File: src/rtl/ysyx_23060171_wbarb.sv
// Writeback-port scheduler: two one-entry slots (EXU-direct A, LSU load B) share the GPR write port, oldest tag first.
// Optional perf counters (perf_conflict, perf_retire) under YSYX_23060171_WBARB_PERF_EN.
module ysyx_23060171_wbarb #(
  parameter int unsigned TAG_W = 4
) (
  input  logic             clock,
  input  logic             reset,
  input  logic             flush,
  input  logic             a_valid,
  output logic             a_ready,
  input  logic [4:0]       a_rw,
  input  logic [31:0]      a_wd,
  input  logic             a_we,
  input  logic [TAG_W-1:0] a_tag,
  input  logic             b_valid,
  output logic             b_ready,
  input  logic [4:0]       b_rw,
  input  logic [31:0]      b_wd,
  input  logic             b_we,
  input  logic [TAG_W-1:0] b_tag,
  output logic             wb_valid,
  output logic             wb_we,
  output logic [4:0]       wb_rw,
  output logic [31:0]      wb_wd,
  output logic [TAG_W-1:0] wb_tag
`ifdef YSYX_23060171_WBARB_PERF_EN
  ,
  output logic [31:0]      perf_conflict,
  output logic [31:0]      perf_retire
`endif
);

  localparam int unsigned RW_W = 5;
  localparam int unsigned WD_W = 32;

  typedef enum logic {EMPTY = 1'b0, FULL = 1'b1} slot_t;

  slot_t            a_st, b_st;
  logic [RW_W-1:0]  a_rw_q, b_rw_q;
  logic [WD_W-1:0]  a_wd_q, b_wd_q;
  logic             a_we_q, b_we_q;
  logic [TAG_W-1:0] a_tag_q, b_tag_q;

  logic             gnt_a, gnt_b, both_full;
  logic [TAG_W-1:0] tag_diff;
  logic [RW_W-1:0]  win_rw;
  logic [WD_W-1:0]  win_wd;
  logic             win_we;
  logic [TAG_W-1:0] win_tag;

  // Grant: a lone full slot wins; with both full the older tag (negative modular difference) wins.
  always_comb begin
    gnt_a     = 1'b0;
    gnt_b     = 1'b0;
    both_full = (a_st == FULL) && (b_st == FULL);
    tag_diff  = TAG_W'(a_tag_q - b_tag_q);
    if (both_full) begin
      if (tag_diff[TAG_W-1] || (tag_diff == '0)) gnt_a = 1'b1;
      else                                      gnt_b = 1'b1;
    end else if (a_st == FULL) begin
      gnt_a = 1'b1;
    end else if (b_st == FULL) begin
      gnt_b = 1'b1;
    end
    a_ready = !flush && ((a_st == EMPTY) || gnt_a);
    b_ready = !flush && ((b_st == EMPTY) || gnt_b);
    win_rw  = gnt_a ? a_rw_q  : b_rw_q;
    win_wd  = gnt_a ? a_wd_q  : b_wd_q;
    win_we  = gnt_a ? a_we_q  : b_we_q;
    win_tag = gnt_a ? a_tag_q : b_tag_q;
  end

  // Slot A: accept reloads even when granted in the same cycle.
  always_ff @(posedge clock or posedge reset) begin
    if (reset) begin
      a_st    <= EMPTY;
      a_rw_q  <= '0;
      a_wd_q  <= '0;
      a_we_q  <= 1'b0;
      a_tag_q <= '0;
    end else if (flush) begin
      a_st <= EMPTY;
    end else if (a_valid && a_ready) begin
      a_st    <= FULL;
      a_rw_q  <= a_rw;
      a_wd_q  <= a_wd;
      a_we_q  <= a_we;
      a_tag_q <= a_tag;
    end else if (gnt_a) begin
      a_st <= EMPTY;
    end
  end

  always_ff @(posedge clock or posedge reset) begin
    if (reset) begin
      b_st    <= EMPTY;
      b_rw_q  <= '0;
      b_wd_q  <= '0;
      b_we_q  <= 1'b0;
      b_tag_q <= '0;
    end else if (flush) begin
      b_st <= EMPTY;
    end else if (b_valid && b_ready) begin
      b_st    <= FULL;
      b_rw_q  <= b_rw;
      b_wd_q  <= b_wd;
      b_we_q  <= b_we;
      b_tag_q <= b_tag;
    end else if (gnt_b) begin
      b_st <= EMPTY;
    end
  end

  // Retire register; x0 writes retire without enabling the GPR write.
  always_ff @(posedge clock or posedge reset) begin
    if (reset) begin
      wb_valid <= 1'b0;
      wb_we    <= 1'b0;
      wb_rw    <= '0;
      wb_wd    <= '0;
      wb_tag   <= '0;
    end else if (!flush && (gnt_a || gnt_b)) begin
      wb_valid <= 1'b1;
      wb_we    <= win_we && (win_rw != '0);
      wb_rw    <= win_rw;
      wb_wd    <= win_wd;
      wb_tag   <= win_tag;
    end else begin
      wb_valid <= 1'b0;
      wb_we    <= 1'b0;
    end
  end

`ifdef YSYX_23060171_WBARB_PERF_EN
  always_ff @(posedge clock or posedge reset) begin
    if (reset) begin
      perf_conflict <= '0;
      perf_retire   <= '0;
    end else begin
      if (both_full) perf_conflict <= perf_conflict + 32'd1;
      if (!flush && (gnt_a || gnt_b)) perf_retire <= perf_retire + 32'd1;
    end
  end
`endif

`ifndef SYNTHESIS
  // Two in-flight entries must never share a sequence tag.
  tag_unique: assert property (@(posedge clock) disable iff (reset)
    !(both_full && (a_tag_q == b_tag_q)))
    else $error("wbarb: equal tags in both slots");
`endif

endmodule

File: config.mk
export PLATFORM = sky130hd
export DESIGN_NAME = ysyx_23060171_wbarb
export DESIGN_NICKNAME = d
export VERILOG_FILES = /design/src/rtl/ysyx_23060171_wbarb.sv
export SDC_FILE = /design/constraint.sdc
export NUM_CORES = 1
export LEC_CHECK = 0
export ABC_CLOCK_PERIOD_IN_PS = 4100
export BUFFER_PORTS_ARGS = -buffer_cell sky130_fd_sc_hd__buf_2
export CORE_MARGIN = 2
export CORE_UTILIZATION = 25
export CTS_CLUSTER_SIZE = 12
export DETAILED_ROUTE_END_ITERATION = 10
export GPL_ROUTABILITY_DRIVEN = 0
export PLACE_DENSITY_LB_ADDON = 0.1
export SLEW_MARGIN = 40
export SYNTH_ARGS = -nofsm -noshare
export SYNTH_HDL_FRONTEND = slang
export SYNTH_SLANG_ARGS = --single-unit
File: constraint.sdc
create_clock -name clock -period 4.1 [get_ports clock]
set_input_delay 0.41 -clock clock [delete_from_list [all_inputs] [get_ports clock]]
set_output_delay 0.41 -clock clock [all_outputs]
set_load 0.01 [all_outputs]
==> results.py <==
metrics = {
    "cts": {
        "cts-root-buf": "clkbuf_16",
        "cts_buffer_depth": 2,
        "hold_buffers": 0,
        "clock_latency_ns": 0.41,
        "clock_sinks": 129,
        "ctsResizeCount": 0,
        "postCtsSetupBuffers": 0,
        "clkTransAtPathRegs_ns": 0.06,
        "cts_made_buffers": 17,
        "htree_levels": 4,
        "cts_tree": "done",
    },
    "timing": {
        "worst_slew_pin_slew_ns": 0.575,
        "slew-limit-headroom_pct": 61.6,
        "setup_viol": 0,
        "hold_viol": 0,
        "period_minus_slack_ns": 3.10,
        "slew_violations": 0,
        "rsz0062_at_grt": "false",
        "final.setup.tns_ns": 0,
        "finalCritPeriodShare_pct": 75.6,
        "max_freq_ghz": 0.322,
        "finClkSkew_ns": 0.00963,
    },
    "critical_path": {
        "slowest_delay_ns": 0.48,
        "setup.worst_path.end_class": "flop",
        "crit_slowest_cell": "nand2_2",
        "cp_cell_sequence": "inv_1 -> ha_1 -> inv_1 -> fa_1 -> inv_1 -> a31oi_1 -> a31oi_1 -> nand2_2 -> buf_4 -> mux2_2",
        "cp.arrival_ns": 3.39,
        "path_buf_inv": 4,
        "crit_fanout": 19,
        "crit_required_ns": 4.39,
        "path_class": "flop to flop",
        "critPathMostFrequentCell": "inv_1",
        "reg2reg_depth": 10,
        "crit-reg2reg-launch": "a_tag_q[0]",
        "ff2ff_setup_slack_ns": 1.0,
        "crit_family": "adder cells",
        "r2r-end": "a_wd_q[14]",
        "start_kind": "flop",
    },
    "global_route": {
        "globalRouteOverflowTotal": 0,
        "antenna_found_initial": 1,
        "grt_max_degree": 86,
        "grt_pass1_wl_mm": 20.8,
        "grt_pass1_vias": 3685,
        "track_usage_pct": 12.4,
    },
    "job": {
        "max-cap-violations": 0,
    },
    "power_and_ir_drop": {
        "peakVddDrop_mv": 0.255,
        "p_sw_share_pct": 27.5,
        "p_int_mw": 2.82,
        "p_switching_mw": 1.07,
        "p_per_area_mw_per_mm2": 561,
        "clkPwrFrac_pct": 37.5,
        "power.leakage_nw": 3.09,
        "pwr-share-seq_pct": 43.2,
        "combPwrFrac_pct": 19.3,
    },
    "finish": {
        "final_cells": 821,
        "syn_to_final_growth_pct": 28.7,
        "final_util_pct": 32.8,
        "final_common_cell": "buf_2",
        "final_cell_mix": "133 x buf_2, 129 x dfrtp_1, 82 x mux2_2",
        "design_area_mm2": 0.00692,
        "nets": 626,
        "drive_gt1_share_pct": 47.5,
    },
    "synthesis": {
        "mappedNetlistNets": 489,
        "yosysUniqueCellTypes": 30,
        "avgSynthCellArea_um2": 13.6,
        "syn-instance-count": 396,
        "ys_ff_latch": 129,
        "syn_area_mm2": 0.00538,
        "yosysSeqAreaShare_pct": 60.0,
        "yosysWarnings": 0,
    },
    "floorplan": {
        "io_pins": 134,
        "chipHeight_um": 151,
        "dieWidth_um": 151,
        "initial_utilization_pct": 25.5,
        "core_area_mm2": 0.0211,
        "dieArea_mm2": 0.0227,
        "rows": 53,
    },
    "place": {
        "dp_cells": 788,
        "port_buffers": 133,
        "dp_hpwl_mm": 8.43,
        "place_area_mm2": 0.00633,
    },
    "hold_path": {
        "hp-class": "primary input to async pin",
    },
    "detailed_routing": {
        "first_pass_iters": 4,
        "vias_per_cell": 4.25,
        "wl_per_cell_um": 16.1,
        "vias": 3491,
        "drt-initial-drc-count": 96,
        "ant_nets": 0,
        "routed_wl_mm": 13.2,
        "drc": 0,
    },
    "status": {
        "status": "completed",
    },
}
[worst reg2reg max path, stage by stage (launching register included)]
cell     delay, ns
dfrtp_1       0.38
inv_1         0.06
ha_1          0.16
inv_1         0.05
fa_1          0.47
inv_1         0.04
a31oi_1       0.42
a31oi_1       0.21
nand2_2       0.48
buf_4         0.35
mux2_2        0.37
[how the worst max path moves through the flow]
stage / to / start / depth (start not counted) / slack, ns
3_3_place_gp: b_rw_q[0] / a_tag_q[0] / 9 / 0.92
3_5_place_dp: b_wd_q[20] / a_tag_q[0] / 9 / 0.92
4_1_cts: b_wd_q[30] / a_tag_q[0] / 9 / 0.89
6_report: a_wd_q[14] / a_tag_q[0] / 10 / 1.0
5_1_grt: a_wd_q[14] / a_tag_q[0] / 10 / 0.78
2_1_floorplan: a_rw_q[0] / reset / 1 / 0.25
[flip-flops by register name (all words and copies together) (netlist names), 4 cells and up]
| name | flops |
|---|---|
| a_wd_q | 32 |
| b_tag_q | 4 |
| a_tag_q | 4 |
| b_wd_q | 32 |
| wb_tag | 4 |
| wb_wd | 32 |
| wb_rw | 5 |
| a_rw_q | 5 |
| b_rw_q | 5 |
[power groups by stage]
stage	combinational (mW)	sequential, mW	clock, mW
final	0.751	1.68	1.46
after global routing	0.845	1.72	1.56
after CTS	0.771	1.68	1.51
after detailed placement	0.768	1.70	0
after global placement	0.762	1.70	0
after floorplan	0.449	1.72	0
[layer usage]
metal  global-route usage (%)  share of wire, %  up-vias
met5                        0                 0        -
met4                     4.49               1.2        0
met3                     4.33               5.8       10
met2                     19.0                47       74
met1                     16.2                46     1732
li1                         -                 -     1675
[cell usage after synthesis]
cell	count	share of area, %
buf_4	8	1.1
xor2_1	1	0.16
nand2_1	1	0.070
a21oi_1	43	4.0
inv_1	9	0.63
o2111ai_1	1	0.16
buf_2	1	0.093
a21bo_2	1	0.19
nand3b_4	1	0.37
and2_1	1	0.12
mux2_2	82	17
nor2b_1	2	0.23
fa_1	1	0.37
a31oi_1	3	0.35
nor4_1	1	0.12
xnor2_1	1	0.16
nand3_1	1	0.093
ha_1	3	0.70
mux2i_1	41	7.6
nor2_1	43	3.0
o21ai_0	1	0.093
clkbuf_8	4	1.0
or4_1	2	0.28
clkbuf_1	9	0.63
dfrtp_1	129	60
o211ai_1	1	0.14
nor3_1	1	0.093
o211a_1	1	0.19
mux2_4	2	0.56
a211oi_2	1	0.23
[kinds of logic after synthesis]
kind of cell	share of synthesized area (%)
compound gates	5.35
xor+xnor	0.326
flops	60.0
mux	25.4
simple gates	4.37
fa+ha+maj	1.07
buf+inv	3.49
[final cells by class]
class                           instances  area [um2]
Antenna cell                            1        2.50
Clock buffer                           21         450
Clock inverter                         10         113
Fill cell                            2131       14200
Inverter                                9        38.8
Multi-Input combinational cell        236        1990
Sequential cell                       129        3230
Tap cell                              275         344
Timing Repair Buffer                  140         756
[metrics by stage]
stage	hold WS (ns)	worst slack, ns	power, mW
floorplan	0.473	0.249	2.17
global placement	0.488	0.922	2.46
detailed placement	0.493	0.917	2.47
CTS	0.0731	0.885	3.96
global route	0.101	0.776	4.12
finish	0.0503	0.999	3.88
No activity file was read; power rests on OpenSTA's default activity.
